**src/rtl/cpu_trace_monitor.sv**
```systemverilog
// cpu_trace_monitor
//
// Commit-trace recorder that sits beside the cpu top level. Every retirement
// presented on commit_valid is classified (NOP/ALU/LD/ST/HALT), numbered with
// the running instruction count and queued in a small circular FIFO. The
// block also keeps cycle/instruction counters, flags a runaway cycle limit
// and reports completion once the trace after halt (or timeout) has drained.
//
// Ports
//   clk, rst          : single clock, synchronous active-high reset
//   commit_valid, pc  : retirement strobe and its PC
//   reg_write, write_reg, write_data       : register write of the retirement
//   mem_read, mem_write, mem_addr, mem_data : memory access of the retirement
//   halt              : halt retiring
//   rec_valid/rec_ready and rec_kind, rec_inum, rec_pc, rec_reg, rec_value,
//   rec_addr          : FIFO head record
//   inst_count, cycle_count : registered counters
//   overflow, timeout : sticky flags
//   done              : halted or timed out, and the FIFO has drained
//   dbg_state         : current FSM state (0 RUN, 1 DRAIN, 2 DONE)
//
// Record handshake: rec_valid is high whenever the FIFO holds a record and
// the rec_* fields then show the head record, held stable until it is taken.
// A record is taken on the posedge where rec_valid and rec_ready are both
// high; rec_ready may be driven freely and has no effect while rec_valid=0.
// When rec_valid is low all rec_* fields read zero.

module cpu_trace_monitor #(
  parameter int          DATA_W      = 16,
  parameter int          REG_W       = 4,
  parameter int          CNT_W       = 32,
  parameter int          DEPTH       = 8,
  parameter int unsigned CYCLE_LIMIT = 100000,
  parameter bit          COUNT_NOPS  = 1'b1
) (
  input  logic              clk,
  input  logic              rst,
  input  logic              commit_valid,
  input  logic [DATA_W-1:0] pc,
  input  logic              reg_write,
  input  logic [REG_W-1:0]  write_reg,
  input  logic [DATA_W-1:0] write_data,
  input  logic              mem_read,
  input  logic              mem_write,
  input  logic [DATA_W-1:0] mem_addr,
  input  logic [DATA_W-1:0] mem_data,
  input  logic              halt,
  output logic              rec_valid,
  input  logic              rec_ready,
  output logic [2:0]        rec_kind,
  output logic [CNT_W-1:0]  rec_inum,
  output logic [DATA_W-1:0] rec_pc,
  output logic [REG_W-1:0]  rec_reg,
  output logic [DATA_W-1:0] rec_value,
  output logic [DATA_W-1:0] rec_addr,
  output logic [CNT_W-1:0]  inst_count,
  output logic [CNT_W-1:0]  cycle_count,
  output logic              overflow,
  output logic              timeout,
  output logic              done,
  output logic [1:0]        dbg_state
);

  localparam int PTR_W = $clog2(DEPTH);
  localparam int REC_W = 3 + CNT_W + DATA_W + REG_W + DATA_W + DATA_W;

  localparam logic [2:0] KIND_NOP  = 3'd0;
  localparam logic [2:0] KIND_ALU  = 3'd1;
  localparam logic [2:0] KIND_LD   = 3'd2;
  localparam logic [2:0] KIND_ST   = 3'd3;
  localparam logic [2:0] KIND_HALT = 3'd4;

  typedef enum logic [1:0] {
    ST_RUN   = 2'd0,
    ST_DRAIN = 2'd1,
    ST_DONE  = 2'd2
  } state_t;

  state_t state_q, state_d;

  logic [REC_W-1:0]  mem_q [DEPTH];
  logic [PTR_W:0]    wr_ptr_q, rd_ptr_q, wr_ptr_d, rd_ptr_d;
  logic [CNT_W-1:0]  inst_count_q, cycle_count_q;
  logic              overflow_q, timeout_q;

  logic [2:0]        kind_c;
  logic [REG_W-1:0]  reg_c;
  logic [DATA_W-1:0] value_c, addr_c;
  logic [REC_W-1:0]  rec_c, head;
  logic              accept, fifo_empty, fifo_full, pop, push_ok, drop;
  logic              hit_limit, empty_next;
  logic [CNT_W-1:0]  cycle_inc;

  // Classification, highest priority first: a register write that also
  // reads memory is a load, a plain register write is ALU work.
  always_comb begin
    kind_c  = KIND_NOP;
    reg_c   = '0;
    value_c = '0;
    addr_c  = '0;
    if (reg_write && mem_read) begin
      kind_c  = KIND_LD;
      reg_c   = write_reg;
      value_c = write_data;
      addr_c  = mem_addr;
    end else if (reg_write) begin
      kind_c  = KIND_ALU;
      reg_c   = write_reg;
      value_c = write_data;
    end else if (halt) begin
      kind_c  = KIND_HALT;
    end else if (mem_write) begin
      kind_c  = KIND_ST;
      value_c = mem_data;
      addr_c  = mem_addr;
    end
  end

  assign rec_c = {kind_c, inst_count_q, pc, reg_c, value_c, addr_c};

  assign accept     = (state_q == ST_RUN) && commit_valid &&
                      (COUNT_NOPS || (kind_c != KIND_NOP));
  assign fifo_empty = (wr_ptr_q == rd_ptr_q);
  assign fifo_full  = (wr_ptr_q[PTR_W] != rd_ptr_q[PTR_W]) &&
                      (wr_ptr_q[PTR_W-1:0] == rd_ptr_q[PTR_W-1:0]);
  assign pop        = !fifo_empty && rec_ready;
  // A pop in the same cycle frees the slot, so a full FIFO only drops
  // when nothing is leaving.
  assign push_ok    = accept && (!fifo_full || pop);
  assign drop       = accept && fifo_full && !pop;

  assign wr_ptr_d   = wr_ptr_q + {{PTR_W{1'b0}}, push_ok};
  assign rd_ptr_d   = rd_ptr_q + {{PTR_W{1'b0}}, pop};
  assign empty_next = (wr_ptr_d == rd_ptr_d);

  assign cycle_inc  = cycle_count_q + 1'b1;
  assign hit_limit  = (state_q == ST_RUN) && (cycle_inc == CNT_W'(CYCLE_LIMIT));

  // Next-state logic
  always_comb begin
    state_d = state_q;
    case (state_q)
      ST_RUN: begin
        if ((accept && (kind_c == KIND_HALT)) || hit_limit) state_d = ST_DRAIN;
      end
      ST_DRAIN: begin
        // Look at the post-pop occupancy so done follows the final pop by
        // exactly one cycle.
        if (empty_next) state_d = ST_DONE;
      end
      ST_DONE: state_d = ST_DONE;
      default: state_d = ST_RUN;
    endcase
  end

  always_ff @(posedge clk) begin
    if (rst) begin
      state_q       <= ST_RUN;
      wr_ptr_q      <= '0;
      rd_ptr_q      <= '0;
      inst_count_q  <= '0;
      cycle_count_q <= '0;
      overflow_q    <= 1'b0;
      timeout_q     <= 1'b0;
    end else begin
      state_q  <= state_d;
      wr_ptr_q <= wr_ptr_d;
      rd_ptr_q <= rd_ptr_d;
      if (accept) inst_count_q <= inst_count_q + 1'b1;
      if (state_q == ST_RUN) cycle_count_q <= cycle_inc;
      if (drop) overflow_q <= 1'b1;
      if (hit_limit) timeout_q <= 1'b1;
    end
  end

  // Storage carries no reset; an empty FIFO masks whatever it holds.
  always_ff @(posedge clk) begin
    if (!rst && push_ok) mem_q[wr_ptr_q[PTR_W-1:0]] <= rec_c;
  end

  assign head = fifo_empty ? '0 : mem_q[rd_ptr_q[PTR_W-1:0]];

  assign rec_valid   = !fifo_empty;
  assign {rec_kind, rec_inum, rec_pc, rec_reg, rec_value, rec_addr} = head;
  assign inst_count  = inst_count_q;
  assign cycle_count = cycle_count_q;
  assign overflow    = overflow_q;
  assign timeout     = timeout_q;
  assign done        = (state_q == ST_DONE);
  assign dbg_state   = state_q;

endmodule
```
**config.mk**
```make
export PLATFORM = sky130hd
export DESIGN_NAME = cpu_trace_monitor
export DESIGN_NICKNAME = d
export VERILOG_FILES = /design/src/rtl/cpu_trace_monitor.sv
export SDC_FILE = /design/constraint.sdc
export NUM_CORES = 1
export LEC_CHECK = 0
export CORE_MARGIN = 5
export CORE_UTILIZATION = 30
export CTS_CLUSTER_DIAMETER = 100
export DETAILED_ROUTE_END_ITERATION = 6
export SYNTH_ARGS = -nofsm -noshare
export SYNTH_HDL_FRONTEND = slang
export SYNTH_SLANG_ARGS = --single-unit
```
**constraint.sdc**
```tcl
create_clock -name clk -period 18.5 [get_ports clk]
set_clock_uncertainty 0.05 [all_clocks]
set_input_delay 4.625 -clock clk [delete_from_list [all_inputs] [get_ports clk]]
set_output_delay 4.625 -clock clk [all_outputs]
set_load 0.02 [all_outputs]
```
### Word-level counts from Yosys, hierarchy flattened

Memories as Yosys holds them, arrays and structs flattened. A register that Yosys moved wholly into a read port is not among the register bits.
Index checks and enable logic that the tools add are counted.

| storage, ports and cells | value |
|---|---|
| register bits after elaboration | 76 |
| bits in writable memories | 696 |
| input bits | 76 |
| logic and storage cells | 61 |
| memories | 1 |

Memories:

| name | words | width | rd ports | clocked after memory_dff | wr ports | RTL line | source |
|---|---|---|---|---|---|---|---|
| mem_q | 8 | 87 | 1 | 1 | 1 | 81 | `logic [REC_W-1:0] mem_q [DEPTH];` |

| cells by class | value |
|---|---|
| $add $sub $neg | 4 |
| equal/unequal tests | 10 |
| multiplexer cells | 21 |
| reduce and logical (&&, ||, !) cells | 18 |

Operators with widths:

| operator | number |
|---|---|
| 16-bit two-way mux | 8 |
| 87-bit two-way mux | 1 |
| 32-bit by 1-bit adder with 32-bit output (second input constant) | 2 |
| 32-bit by 17-bit equality test with 1-bit output (second input constant) | 1 |
| 3-bit two-way mux | 4 |
| 1-bit logical AND | 10 |
| 4-bit by 1-bit adder with 4-bit output | 2 |
| 4-bit equality test | 2 |
| 4-bit two-way mux | 2 |
| 2-bit two-way mux | 3 |
| 2-bit case mux with 3 select lines | 1 |
| 1-bit zero test | 4 |
| 3-bit equality test | 1 |
| 3-bit equality test (second input constant) | 1 |
| 2-bit by 1-bit equality test with 1-bit output (second input constant) | 1 |
| 2-bit equality test (second input constant) | 1 |
| 2-bit zero test | 1 |
| 1-bit logical OR | 2 |
| 1-bit two-way mux | 2 |
| 2-bit by 1-bit inequality test with 1-bit output (second input constant) | 1 |
| 2-bit inequality test (second input constant) | 1 |
| 2-bit AND reduction | 1 |
| 1-bit inequality test | 1 |

### Longest topological paths before layout

Gate-level depths: netlist of the first run.

| logic depth | value |
|---|---|
| depth in word-level cells | 9 |
| gate-level depth with buffers | 15 |
| gate-level depth less buffers | 13 |

### Least setup slack after synthesis of the first run

OpenSTA, ideal clock, no wires.

| timing path | value |
|---|---|
| path kind | input -> register |
| start point | input port rst |
| end point | memory mem_q[6][0] (netlist name), enable pin |
| arrival time | 13.320 ns |
| slack | 4.384 ns |
| stages on the path | 3 |
| path buffers | 2 |
| cell sequence | clkbuf_1 > clkbuf_1 > nor4_1 |

| between the ends | value |
|---|---|
| word-level cells in the longest chain between the ends | 4 |

RTL lines:

| item | RTL line | source |
|---|---|---|
| start, declared | 37 | `input logic rst,` |
| 1-bit zero test | 178 | `if (!rst && push_ok) mem_q[wr_ptr_q[PTR_W-1:0]] <= rec_c;` |
| 1-bit logical AND | 178 |  |
| 1-bit two-way mux | 178 |  |
| 1-bit two-way mux (not written as such) | 178 |  |
| end, declared | 81 |  |

Every way passes these cells.

### Final worst setup path of the first run

| timing path | value |
|---|---|
| start point | register rd_ptr_q[0] |
| end point | output port rec_pc[13] |

| between the ends | value |
|---|---|
| word-level cells in the longest chain between the ends | 2 |

RTL lines:

| item | RTL line | source |
|---|---|---|
| start, declared | 82 | `logic [PTR_W:0] wr_ptr_q, rd_ptr_q, wr_ptr_d, rd_ptr_d;` |
| start signal, assigned | 168 | `rd_ptr_q <= rd_ptr_d;` |
| 4-bit equality test | 123 | `assign fifo_empty = (wr_ptr_q == rd_ptr_q);` |
| 87-bit two-way mux | 181 | `assign head = fifo_empty ? '0 : mem_q[rd_ptr_q[PTR_W-1:0]];` |
| end, declared | 52 | `output logic [DATA_W-1:0] rec_pc,` |

Every way passes these cells.

==> run_results.csv, run 1 <==
group,metric,value,unit
place,dp_slack,8.489,ns
setup_path,cp.required,13.83,ns
floorplanning,die_w,329.9,um
place,gp_congestion,0.8243,
sta,maxSlewHeadroom,27.95,%
routing,dr.pass1.iters,5,
sta,holdWs,0.4300,ns
sta,grt_setup_unrepaired,"no",
synthesis,synth_nets,1745,
layout,drive_gt1_share,17.83,%
run,maxCapViolations,0,
routing,wl_per_cell,22.12,um
setup_path,slowest_delay,0.95,ns
floorplanning,fp.dieH,329.9,um
clocking,root_buffer,"clkbuf_16",
sta,report.final.hold_viol_count,0,
synthesis,syn_area_per_cell,18.51,sq um
setup_path,critPathLaunchType,"flip-flop",
power_and_ir_drop,p_leak,11.54,nW
grt,grt_max_degree,82,
layout,seqCellArea,22430,sq um
synthesis,syn_inst,1659,
grt,grt_pass1_wl,110.3,mm
setup_path,critPathKind,"reg -> out",
routing,totalWireLength,74.18,mm
clocking,cts.sinks,772,
setup_path,worstPathMaxFanout,52,
clocking,path_clk_slew,0.06,ns
synthesis,yosys_warnings,0,
synthesis,syn_area,30700,sq um
grt,grt_pass1_vias,16984,
clocking,cts.repair.resized,0,
place,place_area,34670,sq um
sta,min_period_over_period,56.22,%
routing,drtIter0Drc,1125,
clocking,ctsLongestPathBuffers,3,
power_and_ir_drop,power_density,125.4,nW/um^2
synthesis,seq_area_frac_synth,73.03,%
setup_path,cp_top_family,"buffers and inverters",
place,dp_hpwl,42.84,mm
layout,final_cell_mix,"edfxtp_1, clkdlybuf4s50_1, mux4_2",
layout,fin_area,37450,sq um
floorplanning,initial_core_util,30.18,%
setup_path,critPathCaptureType,"output pin",
floorplanning,std_cell_rows,117,
routing,num_vias,16043,
layout,multiInputGateArea,7953,sq um
routing,vias_per_cell,4.783,
min_path,hp-class,"reg -> reg",
sta,clock.fmax,96.16,MHz
setup_path,critPathMostFrequentCell,"buf_4",
clocking,postCtsSetupRepairBufs,0,
layout,final_common_cell,"edfxtp_1",
clocking,cts_tree,"yes",
sta,layout_setup_ws,8.100,ns
clocking,cts_buffers,84,
outcome,outcome,"finished clean",
synthesis,ys_types,56,
routing,detail-route-antenna-nets,0,
sta,tightest_slew,1.081,ns
synthesis,async_reset_ff_share,0,%
clocking,ctsHoldBuffers,0,
clocking,htree_levels,3,
layout,fin_nets,2000,
setup_path,arrival,5.72,ns
clocking,clk_latency,0.63,ns
place,port_buffers,232,
routing,drc,0,
setup_path,crit_chain,"buf_4 > buf_4 > buf_4 > mux4_2 > mux2i_1 > nor2_1 > clkdlybuf4s50_1",
floorplanning,io_pins,233,
layout,nFillCells,9376,
layout,final_cell_count_no_fill,3354,
setup_path,crit_slowest_cell,"buf_4",
grt,grt_antenna_before_repair,3,
grt,grt_overflow,0,
sta,maxSlewViolCount,0,
layout,utilization,36.81,%
floorplanning,core_area,101700,sq um
power_and_ir_drop,vdd_ir_drop_max,0.00008164,V
sta,min_period,10.40,ns
place,dpl.cell_count,3196,
sta,setup_viol,0,
synthesis,synthFlopType,"edfxtp_1",
synthesis,ys_ff_latch,772,
setup_path,crit_buf_inv,4,
layout,area_delta_synth_final,21.97,%
grt,grt_use_total,13.47,%
sta,setup_tns,0,ns
power_and_ir_drop,total_power,4.696,mW
synthesis,synth-edff-count,696,
floorplanning,die_area,108800,sq um
[path summary, 6_finish.rpt]
| kind | cells past startpoint | slack [ns] | startpoint | to |
|---|---|---|---|---|
| max reg2reg | 12 | 14.31 | rd_ptr_q[1]$_SDFF_PP0_ | dbg_state[1]$_SDFFE_PP0P_ |
| min reg2reg | 2 | 0.43 | overflow$_SDFFE_PP0P_ | overflow$_SDFFE_PP0P_ |
| max | 7 | 8.10 | rd_ptr_q[0]$_SDFF_PP0_ | rec_pc[13] |
| min | 2 | 0.43 | overflow$_SDFFE_PP0P_ | overflow$_SDFFE_PP0P_ |
[synth_stat cells, types with 3 or more instances]
| cell | count | area [sq um] |
|---|---|---|
| a21o_1 | 3 | 22.52 |
| and3_1 | 10 | 62.56 |
| nand2b_1 | 5 | 31.28 |
| nor2b_1 | 8 | 50.05 |
| inv_1 | 9 | 33.78 |
| or3_1 | 17 | 106.4 |
| ha_1 | 10 | 125.1 |
| a21oi_1 | 17 | 85.08 |
| edfxtp_1 | 696 | 20900 |
| nor3_1 | 12 | 60.06 |
| xnor2_1 | 23 | 201.4 |
| nand3_1 | 32 | 160.2 |
| nor4_1 | 5 | 31.28 |
| clkbuf_1 | 63 | 236.5 |
| buf_1 | 26 | 97.59 |
| nand4_1 | 26 | 162.7 |
| dfxtp_1 | 76 | 1521 |
| buf_2 | 3 | 15.01 |
| nor3b_1 | 5 | 37.54 |
| nor2_1 | 162 | 608.1 |
| and2_1 | 23 | 143.9 |
| xor2_1 | 48 | 420.4 |
| a211o_1 | 3 | 26.28 |
| mux4_2 | 174 | 3919 |
| nand2_1 | 45 | 168.9 |
| a22o_1 | 16 | 140.1 |
| o21ai_0 | 14 | 70.07 |
| and4_1 | 4 | 35.03 |
| mux2i_1 | 89 | 890.9 |
[layout make-up]
type / instances / share of cell area [%]
multi-input combinational: 786 / 21.24
sequential: 772 / 59.90
clock buffer: 105 / 5.994
inverter: 9 / 0.09021
antenna: 1 / 0.006682
tap: 1368 / 4.571
clock inverter: 52 / 1.433
timing repair buffer: 261 / 6.769
[cell families (layout without fill, tap and decap cells)]
kind of cell,count (synthesis),after routing,share of synthesized area (%)
DFF,772,772,73.03
and+or+nand+nor,370,370,5.958
muxes,263,263,15.66
buffers and inverters,101,427,1.247
AOI/OAI and AO/OA,72,72,1.671
xor gates and xnor gates,71,71,2.025
adders and majority gates,10,10,0.4075
other,0,1,0
[flip-flops by register name, summed over array words and instances (netlist names)]
name / cells
rd_ptr_q: 4
overflow: 1
dbg_state: 2
cycle_count: 32
mem_q: 696
timeout: 1
wr_ptr_q: 4
inst_count: 32
[metal layers]
metal	wire length, um	share of wire [%]	vias up	global-route usage [%]
li1	-	-	7135	-
met1	32320	44	8390	17.89
met2	35020	47	426	21.82
met3	5594	7.5	88	4.021
met4	1216	1.6	4	3.405
met5	23	0.031	-	0
[worst reg2reg max path, stage by stage (launching register included)]
cell      delay, ns
dfxtp_4        0.94
xnor2_1        0.20
nand3_1        0.16
nor2b_4        0.68
nor2b_1        0.13
ha_1           0.24
ha_1           0.19
xnor2_1        0.28
xor2_1         0.14
o41a_1         0.49
or3_1          0.40
o21a_1         0.11
o311ai_1       0.07
[report_power, final]
group / switching (mW) / internal [mW]
sequential: 0.0473 / 1.97
combinational: 0.580 / 0.443
clock: 0.682 / 0.969
Note: power is estimated with default switching activity, not from simulation.
==> inputs of run 2 (changes only) <==
==> constraint.sdc (replaced) <==
create_clock -name clk -period 10 [get_ports clk]
set_clock_uncertainty 0.05 [all_clocks]
set_input_delay 2.5 -clock clk [delete_from_list [all_inputs] [get_ports clk]]
set_output_delay 2.5 -clock clk [all_outputs]
set_load 0.02 [all_outputs]
==> run 2 against run 1 <==
  * Clock-buffer cell count up 6
  * Critical path type unchanged
  * Largest power group unchanged
  * Final cell count about the same
  * Die area unchanged
  * Final area up 0.37%
  * Non-clock buffer count down 4
  * Wire length up 0.80%
==> run_results.csv, run 2 (same netlist as run 1, synthesis figures left out) <==
group,metric,value,unit
routing,drc,0,
power_and_ir_drop,total_power,8.813,mW
power_and_ir_drop,p_comb_share,21.1,%
grt,grt_pass1_wl,112.0,mm
power_and_ir_drop,internal_power,6.430,mW
routing,detail-route-antenna-nets,0,
floorplanning,io_pins,233,
layout,final_common_cell,"edfxtp_1",
floorplanning,std_cell_rows,117,
grt,grt_antenna_before_repair,3,
grt,grt_use_total,13.66,%
sta,tightest_slew,1.234,ns
layout,utilization,36.95,%
layout,largest_reg_flops,696,
sta,setup_tns,0,ns
place,port_buffers,232,
clocking,cts_tree,"yes",
setup_path,cp.required,7.45,ns
routing,wl_met2,36.53,mm
floorplanning,die_area,108800,sq um
setup_path,r2r_slack,5.01,ns
min_path,min-delay-start,"overflow$_SDFFE_PP0P_",
grt,grt_overflow,0,
routing,dr.pass1.iters,5,
routing,wl_met1,31.94,mm
routing,drtIter0Drc,1137,
place,dp_hpwl,43.71,mm
setup_path,critPathCaptureType,"output pin",
floorplanning,fp.dieH,329.9,um
sta,min_period_over_period,70.33,%
sta,grt_setup_unrepaired,"no",
min_path,hold_end,"overflow$_SDFFE_PP0P_",
layout,area_delta_synth_final,22.43,%
layout,drive_gt1_share,18.17,%
grt,grt_pass1_vias,17201,
floorplanning,core_area,101700,sq um
clocking,root_buffer,"clkbuf_16",
sta,clock.fmax,142.2,MHz
sta,maxSlewHeadroom,17.71,%
clocking,ctsHoldBuffers,0,
outcome,outcome,"finished clean",
layout,final_cell_mix,"edfxtp_1, clkdlybuf4s50_1, mux4_2",
run,maxCapViolations,0,
setup_path,worstPathMaxFanout,64,
clocking,htree_levels,3,
place,dpl.cell_count,3192,
routing,totalWireLength,74.78,mm
power_and_ir_drop,p_sw,2.383,mW
clocking,ctsLongestPathBuffers,3,
clocking,cts_buffers,85,
sta,setup_viol,0,
setup_path,reg2regPathDepth,13,
routing,num_vias,16136,
setup_path,critPathKind,"reg -> out",
min_path,hp-class,"reg -> reg",
floorplanning,initial_core_util,30.18,%
place,gp_congestion,0.8020,
setup_path,worstReg2RegEnd,"dbg_state[1]$_SDFFE_PP0P_",
power_and_ir_drop,vdd_ir_drop_max,0.0001276,V
sta,maxSlewViolCount,0,
floorplanning,die_w,329.9,um
layout,final_cell_count_no_fill,3353,
grt,grt_max_degree,86,
routing,wl_met3,5.127,mm
setup_path,r2r-start,"rd_ptr_q[2]$_SDFF_PP0_",
clocking,postCtsSetupRepairBufs,0,
layout,fin_area,37590,sq um
clocking,clk_latency,0.63,ns
power_and_ir_drop,p_leak,11.71,nW
routing,dr.max_layer_used,"met4",
min_path,min_path_cells,2,
clocking,cts.repair.resized,0,
sta,report.final.hold_viol_count,0,
sta,min_period,7.033,ns
power_and_ir_drop,power_density,234.4,nW/um^2
setup_path,arrival,4.48,ns
layout,fin_nets,1997,
routing,wl_per_cell,22.30,um
routing,vias_per_cell,4.812,
power_and_ir_drop,p_clk_share,36.4,%
setup_path,critPathLaunchType,"flip-flop",
power_and_ir_drop,swShare,27.04,%
place,place_area,34670,sq um
clocking,cts.sinks,772,
clocking,path_clk_slew,0.06,ns
power_and_ir_drop,p_seq_share,42.5,%
==> run 2: cell count changes in the layout (fill, tap and decap cells not counted), moves of 3 or more <==
cell,delta
clkbuf_8,+10
buf_4,-6
clkbuf_1,-4
diode_2,+3
clkinv_1,-6
clkinv_2,+7
bufinv_16,+4
clkinvlp_4,-9
clkinv_4,-3
==> run 2: worst max-delay path by stage <==
stage / startpoint / endpoint / slack (ns) / cells past startpoint
after floorplan: commit_valid / mem_q[5][0]$_DFFE_PP_ / -0.13 / 6
after global placement: rd_ptr_q[2]$_SDFF_PP0_ / rec_kind[0] / 3.52 / 6
after detailed placement: rd_ptr_q[2]$_SDFF_PP0_ / rec_inum[20] / 3.53 / 6
after CTS: rd_ptr_q[2]$_SDFF_PP0_ / rec_inum[20] / 2.81 / 6
after global routing: rd_ptr_q[2]$_SDFF_PP0_ / rec_kind[0] / 2.68 / 6
final: rd_ptr_q[2]$_SDFF_PP0_ / rec_inum[17] / 2.97 / 6
==> run 2: area by class of cell <==
type	instances	area, sq um
Multi-Input combinational cell	786	7961
Inverter	9	33.78
Clock inverter	46	543.0
Timing Repair Buffer	257	2530
Fill cell	9399	64150
Sequential cell	772	22430
Clock buffer	111	2367
Tap cell	1368	1712
Antenna cell	4	10.01
==> run 2: worst max-delay path: stages (launching register included) <==
cell and delay (ns):
dfxtp_4 1.03, xnor2_1 0.20, nand3_1 0.17, nor2b_4 0.65, buf_4 0.77, nor2_1 0.36
clkdlybuf4s50_1 0.64
==> run 2: routing by layer <==
layer,vias to the layer above,track usage [%]
met1,8474,18.16
met2,459,22.67
li1,7131,-
met3,72,3.475
met5,-,0
met4,0,3.266
==> run 2: power groups by stage <==
stage / clock network (mW) / registers [mW] / logic (mW)
finish: 3.21 / 3.74 / 1.86
global route: 3.45 / 3.76 / 2.00
CTS: 3.30 / 3.75 / 1.91
detailed placement: 0 / 3.82 / 1.91
global placement: 0 / 3.81 / 1.90
floorplan: 0 / 3.79 / 1.12
==> run 2: stage by stage <==
| step | setup WS, ns | hold slack [ns] |
|---|---|---|
| 5_1_grt | 2.684 | 0.4955 |
| 3_3_place_gp | 3.523 | 0.4184 |
| 4_1_cts | 2.806 | 0.4432 |
| 2_1_floorplan | -0.1289 | 0.4787 |
| 3_5_place_dp | 3.526 | 0.4226 |
| 6_report | 2.967 | 0.4354 |
==> inputs of run 3 (changes only) <==
==> constraint.sdc (replaced) <==
create_clock -name clk -period 6.9 [get_ports clk]
set_clock_uncertainty 0.05 [all_clocks]
set_input_delay 1.725 -clock clk [delete_from_list [all_inputs] [get_ports clk]]
set_output_delay 1.725 -clock clk [all_outputs]
set_load 0.02 [all_outputs]
==> run 3 against run 2 <==
  * Core utilization shrank 0.086 points
  * Wire length is 1.1% lower
  * Power up 42%
  * Critical path depth down 2
  * Critical path type unchanged
  * Largest power group unchanged
==> run_results.csv, run 3 (same netlist as run 1, synthesis figures left out) <==
group,metric,value,unit
outcome,outcome,"finished clean",
routing,totalWireLength,73.93,mm
sta,min_period,5.408,ns
routing,dr.pass1.iters,5,
routing,drtIter0Drc,1114,
routing,detail-route-antenna-nets,0,
setup_path,cp.required,5.12,ns
floorplanning,initial_core_util,30.18,%
layout,final_common_cell,"edfxtp_1",
layout,final_cell_count_no_fill,3351,
sta,maxSlewHeadroom,33.76,%
layout,multiInputGateArea,7961,sq um
power_and_ir_drop,vdd_ir_drop_max,0.0001835,V
routing,vias_per_cell,4.812,
layout,largest_reg_flops,696,
place,place_area,34770,sq um
layout,final_cell_mix,"edfxtp_1, clkdlybuf4s50_1, mux4_2",
clocking,htree_levels,3,
sta,min_period_over_period,78.38,%
min_path,hp-class,"reg -> reg",
clocking,clk_latency,0.65,ns
clocking,cts.sinks,772,
layout,area_delta_synth_final,22.14,%
grt,grt_use_total,13.40,%
setup_path,worstPathMaxFanout,34,
routing,num_vias,16125,
floorplanning,die_w,329.9,um
sta,maxSlewViolCount,0,
sta,grt_setup_unrepaired,"no",
clocking,ctsHoldBuffers,0,
clocking,ctsLongestPathBuffers,3,
setup_path,critPathKind,"reg -> out",
power_and_ir_drop,p_leak,11.54,nW
floorplanning,fp.dieH,329.9,um
place,port_buffers,232,
routing,drc,0,
sta,report.final.hold_viol_count,0,
clocking,cts.repair.resized,0,
layout,utilization,36.86,%
floorplanning,core_area,101700,sq um
clocking,cts_buffers,85,
clocking,path_clk_slew,0.06,ns
sta,tightest_slew,0.9915,ns
power_and_ir_drop,total_power,12.55,mW
setup_path,arrival,3.63,ns
clocking,cts_tree,"yes",
place,dp_hpwl,41.33,mm
place,gp_congestion,0.8330,
layout,drive_gt1_share,17.47,%
layout,fin_area,37500,sq um
run,maxCapViolations,0,
place,dpl.cell_count,3191,
grt,grt_pass1_vias,16933,
routing,wl_per_cell,22.06,um
clocking,postCtsSetupRepairBufs,0,
floorplanning,die_area,108800,sq um
grt,grt_overflow,0,
grt,grt_max_degree,88,
floorplanning,io_pins,233,
sta,setup_viol,0,
layout,nFillCells,9430,
grt,grt_antenna_before_repair,4,
setup_path,critPathCaptureType,"output pin",
clocking,root_buffer,"clkbuf_16",
grt,grt_pass1_wl,109.9,mm
sta,clock.fmax,184.9,MHz
power_and_ir_drop,power_density,334.7,nW/um^2
layout,fin_nets,1996,
floorplanning,std_cell_rows,117,
setup_path,critPathLaunchType,"flip-flop",
layout,seqCellArea,22430,sq um
==> run 3: cell types whose count changed in the layout (fill, tap and decap cells not counted), sizes merged <==
cell / change
buf: -1
diode: -2
clkinvlp: +2
clkinv: +9
clkbuf: -5
bufinv: -5
==> run 3: critical path, cell delays in order, from the launching register on <==
cell and delay (ns):
dfxtp_4 0.81, buf_4 0.74, mux2i_1 0.25, nor2_1 0.45, clkdlybuf4s50_1 0.71
==> run 3: per-stage QoR <==
| stage | hold slack, ns | setup WS (ns) | setup TNS (ns) |
|---|---|---|---|
| 2_1_floorplan | 0.4787 | -2.454 | -863.10 |
| 3_3_place_gp | 0.4138 | 1.993 | 0 |
| 3_5_place_dp | 0.4125 | 2.058 | 0 |
| 4_1_cts | 0.4311 | 1.350 | 0 |
| 5_1_grt | 0.4465 | 1.285 | 0 |
| 6_report | 0.4263 | 1.492 | 0 |
==> run 3: layout make-up <==
cell class / count / share of cell area, %
antenna: 2 / 0.01335
timing repair buffer: 256 / 7.026
sequential: 772 / 59.82
multi-input combinational: 786 / 21.23
inverter: 9 / 0.09008
tap: 1368 / 4.564
clock buffer: 106 / 5.965
clock inverter: 52 / 1.295
==> run 3: layer usage <==
layer / wire (um) / track usage [%]
met2: 34860 / 21.63
met4: 1161 / 3.211
met1: 31980 / 18.07
met5: 19 / 0
met3: 5909 / 3.781
==> run 3: power by group <==
group	internal (mW)	switching, mW	total, mW
logic	1.21	1.53	2.74
registers	5.29	0.122	5.41
clock network	2.55	1.85	4.39
total	9.05	3.50	12.6
==> run 3: path summary, 6_finish.rpt <==
kind,from,to,slack [ns],cells after the start
hold reg to reg,overflow$_SDFFE_PP0P_,overflow$_SDFFE_PP0P_,0.43,2
hold / removal,overflow$_SDFFE_PP0P_,overflow$_SDFFE_PP0P_,0.43,2
setup reg to reg,rd_ptr_q[2]$_SDFF_PP0_,dbg_state[1]$_SDFFE_PP0P_,2.78,13
setup / recovery,rd_ptr_q[2]$_SDFF_PP0_,rec_addr[4],1.49,4
